File: src/rtl/hit_judge_if.sv
// Bundle between the note sequencer / player buttons and the hit judge,
// plus the graded results that feed the score counter.
interface hit_judge_if;
    logic [1:0] game_state;
    logic [1:0] btn_raw;
    logic       note_arrive;
    logic [1:0] note_lane;
    logic [1:0] hit;
    logic       hit_valid;
    logic [7:0] combo;
    logic [7:0] max_combo;
    logic       miss_pulse;

    modport master (
        output game_state, btn_raw, note_arrive, note_lane,
        input  hit, hit_valid, combo, max_combo, miss_pulse
    );

    modport slave (
        input  game_state, btn_raw, note_arrive, note_lane,
        output hit, hit_valid, combo, max_combo, miss_pulse
    );
endinterface

File: src/rtl/hit_judge.sv
// Hit judge: synchronises the lane buttons, opens a timing window on each
// note arrival and grades it into a per-lane hit mask and a running combo.
module hit_judge #(
    parameter int WINDOW_CYCLES = 2500000,
    parameter int CNT_W         = 22
) (
    input  logic        clk,
    input  logic        rst_n,
    hit_judge_if.slave  bus
);
    localparam logic [1:0] ST_IDLE   = 2'd0;
    localparam logic [1:0] ST_SELECT = 2'd1;
    localparam logic [1:0] ST_PLAY   = 2'd2;
    localparam logic [CNT_W-1:0] CNT_LOAD = CNT_W'(WINDOW_CYCLES - 1);

    function automatic logic [7:0] sat_inc(input logic [7:0] v);
        return (v == 8'hFF) ? v : v + 8'd1;
    endfunction

    function automatic logic [7:0] max8(input logic [7:0] a, input logic [7:0] b);
        return (a > b) ? a : b;
    endfunction

    logic [1:0]       sync1_q, sync2_q, prev_q;
    logic             open_q, open_d;
    logic [1:0]       pending_q, pending_d;
    logic [1:0]       got_q, got_d;
    logic [CNT_W-1:0] cnt_q, cnt_d;
    logic [1:0]       hit_q, hit_d;
    logic             hit_valid_q, hit_valid_d;
    logic             miss_q, miss_d;
    logic [7:0]       combo_q, combo_d;
    logic [7:0]       max_q, max_d;

    logic [1:0]       press;
    logic             in_play, clear_scores, arrive, close;
    logic [1:0]       grade;

    // Two-flop synchroniser plus previous-value register for edge detection.
    always_ff @(posedge clk or negedge rst_n) begin
        if (!rst_n) begin
            sync1_q <= 2'b00;
            sync2_q <= 2'b00;
            prev_q  <= 2'b00;
        end else begin
            sync1_q <= bus.btn_raw;
            sync2_q <= sync1_q;
            prev_q  <= sync2_q;
        end
    end

    // Window bookkeeping and grading; leaving play always discards the window silently.
    always_comb begin
        press        = sync2_q & ~prev_q;
        in_play      = (bus.game_state == ST_PLAY);
        clear_scores = (bus.game_state == ST_IDLE) || (bus.game_state == ST_SELECT);
        arrive       = in_play && bus.note_arrive && (bus.note_lane != 2'b00);
        open_d       = open_q;
        pending_d    = pending_q;
        got_d        = got_q;
        cnt_d        = cnt_q;
        hit_d        = 2'b00;
        hit_valid_d  = 1'b0;
        miss_d       = 1'b0;
        combo_d      = combo_q;
        close        = 1'b0;
        grade        = 2'b00;

        if (!in_play) begin
            open_d    = 1'b0;
            pending_d = 2'b00;
            got_d     = 2'b00;
            cnt_d     = '0;
            if (clear_scores) begin
                combo_d = 8'd0;
            end
        end else begin
            if (open_q) begin
                if (arrive) begin
                    // Preempted: presses this cycle belong to the new window only.
                    close = 1'b1;
                    grade = got_q;
                end else if (cnt_q == '0) begin
                    close  = 1'b1;
                    grade  = got_q | (press & pending_q);
                    open_d = 1'b0;
                end else begin
                    got_d = got_q | (press & pending_q);
                    cnt_d = cnt_q - CNT_W'(1);
                end
            end
            if (close) begin
                hit_d       = grade;
                hit_valid_d = 1'b1;
                if (grade == pending_q) begin
                    combo_d = sat_inc(combo_q);
                end else begin
                    combo_d = 8'd0;
                    miss_d  = 1'b1;
                end
            end
            if (arrive) begin
                open_d    = 1'b1;
                pending_d = bus.note_lane;
                got_d     = press & bus.note_lane;
                cnt_d     = CNT_LOAD;
            end
        end

        max_d = clear_scores ? 8'd0 : max8(max_q, combo_d);
    end

    // Window and score registers.
    always_ff @(posedge clk or negedge rst_n) begin
        if (!rst_n) begin
            open_q      <= 1'b0;
            pending_q   <= 2'b00;
            got_q       <= 2'b00;
            cnt_q       <= '0;
            hit_q       <= 2'b00;
            hit_valid_q <= 1'b0;
            miss_q      <= 1'b0;
            combo_q     <= 8'd0;
            max_q       <= 8'd0;
        end else begin
            open_q      <= open_d;
            pending_q   <= pending_d;
            got_q       <= got_d;
            cnt_q       <= cnt_d;
            hit_q       <= hit_d;
            hit_valid_q <= hit_valid_d;
            miss_q      <= miss_d;
            combo_q     <= combo_d;
            max_q       <= max_d;
        end
    end

    assign bus.hit        = hit_q;
    assign bus.hit_valid  = hit_valid_q;
    assign bus.miss_pulse = miss_q;
    assign bus.combo      = combo_q;
    assign bus.max_combo  = max_q;
endmodule

File: src/flat_wrapper.sv
// flat-port wrapper written by rule: the top's interface ports become plain ports
module hit_judge_flat 
#(
    parameter int WINDOW_CYCLES = 2500000,
    parameter int CNT_W         = 22
)
  (clk, rst_n, bus_game_state, bus_btn_raw, bus_note_arrive, bus_note_lane, bus_hit, bus_hit_valid, bus_combo, bus_max_combo, bus_miss_pulse);
  hit_judge_if bus_i ();
  input  logic clk;
  input  logic rst_n;
  input wire logic [$bits(bus_i.game_state)-1:0] bus_game_state;
  input wire logic [$bits(bus_i.btn_raw)-1:0] bus_btn_raw;
  input wire logic [$bits(bus_i.note_arrive)-1:0] bus_note_arrive;
  input wire logic [$bits(bus_i.note_lane)-1:0] bus_note_lane;
  output wire logic [$bits(bus_i.hit)-1:0] bus_hit;
  output wire logic [$bits(bus_i.hit_valid)-1:0] bus_hit_valid;
  output wire logic [$bits(bus_i.combo)-1:0] bus_combo;
  output wire logic [$bits(bus_i.max_combo)-1:0] bus_max_combo;
  output wire logic [$bits(bus_i.miss_pulse)-1:0] bus_miss_pulse;
  assign bus_i.game_state = bus_game_state;
  assign bus_i.btn_raw = bus_btn_raw;
  assign bus_i.note_arrive = bus_note_arrive;
  assign bus_i.note_lane = bus_note_lane;
  assign bus_hit = bus_i.hit;
  assign bus_hit_valid = bus_i.hit_valid;
  assign bus_combo = bus_i.combo;
  assign bus_max_combo = bus_i.max_combo;
  assign bus_miss_pulse = bus_i.miss_pulse;
  hit_judge #(.WINDOW_CYCLES(WINDOW_CYCLES), .CNT_W(CNT_W)) u_core (.clk(clk), .rst_n(rst_n), .bus(bus_i));
endmodule
File: config.mk
export PLATFORM = sky130hd
export DESIGN_NAME = hit_judge_flat
export DESIGN_NICKNAME = d
export VERILOG_FILES = /design/src/rtl/hit_judge_if.sv /design/src/rtl/hit_judge.sv /design/src/flat_wrapper.sv
export SDC_FILE = /design/constraint.sdc
export NUM_CORES = 1
export LEC_CHECK = 0
export ABC_CLOCK_PERIOD_IN_PS = 4240
export CORE_MARGIN = 8
export CORE_UTILIZATION = 57
export CTS_CLUSTER_SIZE = 14
export DETAILED_ROUTE_END_ITERATION = 16
export PLACE_DENSITY = 0.8
export SYNTH_ARGS = -nofsm -noshare
export SYNTH_HDL_FRONTEND = slang
export SYNTH_SLANG_ARGS = --single-unit
File: constraint.sdc
create_clock -name clk -period 4.24 [get_ports clk]
set_clock_uncertainty 0.1 [all_clocks]
set_input_delay 0.848 -clock clk [delete_from_list [all_inputs] [get_ports clk]]
set_output_delay 0.848 -clock clk [all_outputs]
set_load 0.03 [all_outputs]
==> metrics.md, run 1 <==
| Metric | Value |
|---|---|
| Slowest stage cell on the critical path | clkdlybuf4s50_1 |
| WS Path Type | in2reg |
| Port Buf Inserts | 28 |
| ANT nets after route | 0 |
| Final Max Tran Viols | 0 |
| Synth Cell Area | 2830 um2 |
| Adder-cell share of the synthesized area | 0.04863 |
| Placer Congestion | 0.8733 |
| Critical Path Start | bus_game_state[0] |
| Routed WL | ~6500 um |
| Hold_sp | u_core.sync1_q[0] |
| Worst path max stage delay | 0.47 ns |
| Final net count | 351 |
| Worst R2R Start | u_core.cnt_q[15] |
| Peak Freq | roughly 260 MHz |
| Vias | roughly 2300 |
| Initial antenna violation count | 0 |
| Yosys reg bits | 53 |
| Most frequent cells in the layout | dfrtp_1, clkdlybuf4s50_1, nor2_1 |
| Initial Util | 0.5953 |
| Peak supply drop | 0.1982 mV |
| Largest cells by area after synthesis | dfrtp_1, ha_1, xor2_1 |
| Multiplexer share of the synthesized area | 0.03581 |
| First-pass GRT wire length | 10950 um |
| Crit path max fanout | 15 |
| Vias per cell | 5.830 |
| Die width | around 86 um |
| First DRT Iteration DRCs | 138 |
| Sequential share of the synthesized area | 0.4686 |
| Largest net degree at the start of global routing | 39 |
| Fin crit share | 0.9201 |
| Required time of the critical path | around 4.3 ns |
| Type of origin of the critical path | input pin |
| I/O pin count | 29 |
| Postcts setup bufs | 0 |
| Post-route setup TNS | 0 ns |
| Most common cell after layout, fill and taps aside | dfrtp_1 |
| CTS Root Cell | clkbuf_8 |
| Tightest Pin Transition | 0.8443 ns |
| Endpoint class of the critical path | flop |
| CTS Sinks | 53 |
| FILL cells | 378 |
| Cts hold-fix bufs | 0 |
| Setup Viol. Count Final | 0 |
| Antenna cells | 0 |
| DR WL/cell | 16.35 um |
| Synth Area in Compound Gates | 0.1459 |
| Grt ovf | 0 |
| Largest area contributor in the netlist | dfrtp_1 |
| Vias in the first global route | 2292 |
| Run status | completed |
| Most common cell on crit path | buf_4 |
| Layout area overhead | 18.66% |
| FFs w/ async S/R, synth | 1.000 |
| Static leakage | 0.001430 uW |
| H-tree Lvls | 2 |
| Final count of hold timing violations | 0 |
| Gates resized, CTS repair | 0 |
| Syn Area/Cell | 9.827 um2 |
| Max-cap violations | 0 |
| Clock slew at reported path FFs | 0.09 ns |
| Power per standard cell area | 286.3 nW/um2 |
| Share of layout cells above drive strength 1 | 0.1205 |
| Full die area | 7476 um2 |
| Total CTS buffers | 5 |
| Tmin final | a little under 4 ns |
| Synth Instances | ~290 |
| Yosys warnings | 0 |
| Gr usage total | 0.1835 |
| Unrepaired setup endpoints after global routing | no |
| Core box area | 4755 um2 |
| Synth Area in Simple Gates | 0.2131 |
| Combinational family with the most area after synthesis | simple AND/OR/NAND/NOR gates |
| Worst EP arrival | 4.00 ns |
| Critical path, cell by cell | clkdlybuf4s50_1, and3b_1, o21a_1, a211oi_1, buf_4, o2111ai_1, a31oi_1, inv_1, ha_1, nor2b_1, o211ai_1, a21oi_1, o21ai_1, buf_4, mux2_2 |
| Slew headroom | 0.4345 |
| Top FF cell, synth | dfrtp_1 |
| DP HPWL | just under 5000 um |
| 1st-pass router iterations | 4 |
| Worst hold path class | reg2reg |
| Post-synth EDFFs | 0 |
| Post-Syn Nets | 308 |
| Drt drc | 0 |
| Clk_lat worst skew | 0.31 ns |
| Distinct cells, synth | 48 |
| Overall power | 961.6 uW |
| CTS tree | done |
| Cell row count | 25 |
| Synth Area in XOR/XNOR | 0.05880 |
| Top-area cell type share of the netlist area | 0.4686 |
| CTS Buffer Depth | 2 |
| Die span in y | between 80 and 90 um |
## worst paths after layout
| check | end | slack [ns] | cells after the start |
|---|---|---|---|
| worst max-delay path | u_core.bus.max_combo[5] | 0.34 | 15 |
| worst min-delay path | u_core.sync2_q[0] | 0.25 | 0 |
| worst max register to register | u_core.bus.max_combo[5] | 0.44 | 13 |
| worst min register to register | u_core.sync2_q[0] | 0.25 | 0 |
| max in group asynchronous | u_core.bus.miss_pulse | 2.80 | 2 |
| min in group asynchronous | u_core.cnt_q[18] | 0.52 | 1 |
## registers in the layout, indices dropped and copies added, names as in the netlist
signal / cells
u_core.bus.combo: 8
u_core.bus.hit: 2
u_core.bus.hit_valid: 1
u_core.bus.max_combo: 8
u_core.bus.miss_pulse: 1
u_core.cnt_q: 22
u_core.got_q: 2
u_core.open_q: 1
u_core.pending_q: 2
u_core.prev_q: 2
u_core.sync1_q: 2
u_core.sync2_q: 2
## metrics by stage
stage               hold WS (ns)  utilization  worst slack [ns]  cells  area, um2
floorplan                 0.2312            -            0.2249    288       2830
global placement          0.2321       0.6882            0.1554    391       3272
detailed placement        0.2347       0.6882           0.05280    391       3272
CTS                       0.2563       0.7063            0.3571    399       3358
global route              0.2643       0.7063           0.06805    399       3358
finish                    0.2548       0.7063            0.3388    399       3358
## layer usage
layer | track usage | part of all wire
met1 | 0.2509 | 0.48
met2 | 0.2861 | 0.45
met3 | 0.03686 | 0.049
met4 | 0.05164 | 0.013
met5 | 0 | 0
## power breakdown
| part | total [uW] | internal [uW] | switching (uW) | leakage [uW] |
|---|---|---|---|---|
| Clock | 286 | 118 | 168 | 0.0000456 |
| Combinational | 145 | 57.7 | 86.8 | 0.000666 |
| Sequential | 531 | 519 | 12.4 | 0.000719 |
| Total | 962 | 695 | 267 | 0.00143 |
## cell families (layout without fill, tap and decap cells)
kind of cell | Yosys count | count (layout)
XOR/XNOR | 19 | 19
AO/OA/AOI/OAI | 65 | 65
buffers and inverters | 22 | 66
flip-flops | 53 | 53
AND/OR/NAND/NOR | 109 | 109
multiplexers | 9 | 9
adder cells (fa/ha/maj) | 11 | 11
## synthesized netlist by cell type, types with 2 or more instances
master,instances
xnor2_1,5
a211oi_1,3
xor2_1,14
o31ai_1,3
nor3_1,5
mux2_2,8
or4_4,2
nand4_1,6
clkbuf_1,6
nor3b_1,2
or3_1,2
nand3_1,20
o21ai_0,20
nor2b_1,5
nand2_1,17
nand4b_1,2
ha_1,11
o2111ai_1,3
nand2b_1,8
o211ai_1,2
dfrtp_1,53
inv_1,16
a22oi_1,4
nand3b_1,3
a31oi_1,7
a21oi_1,13
o221a_2,2
nor2_1,22
and3_1,5
## worst max-delay path, delay by kind of cell
kind | cells | cell delay [ns]
multiplexers | 1 | 0.33
AND/OR/NAND/NOR | 2 | 0.34
buffers and inverters | 4 | 0.97
AO/OA/AOI/OAI | 7 | 1.23
adder cells (fa/ha/maj) | 1 | 0.29
## area by class of cell
type	instances	area (um2)	share of cell area
Multi-Input combinational cell	213	1421	0.4232
Sequential cell	53	1326	0.3949
Timing Repair Buffer	42	380.4	0.1133
Tap cell	67	83.83	0.02496
Clock buffer	6	72.57	0.02161
Inverter	16	60.06	0.01788
Clock inverter	2	13.76	0.004098
(Power assumes the default switching activity.)
==> inputs of run 2 (changes only) <==
SKIP_LAST_GASP = 1   (was default)
==> results of run 2 <==
Same layout as run 1: the final DEF is identical, and so are final timing and power.
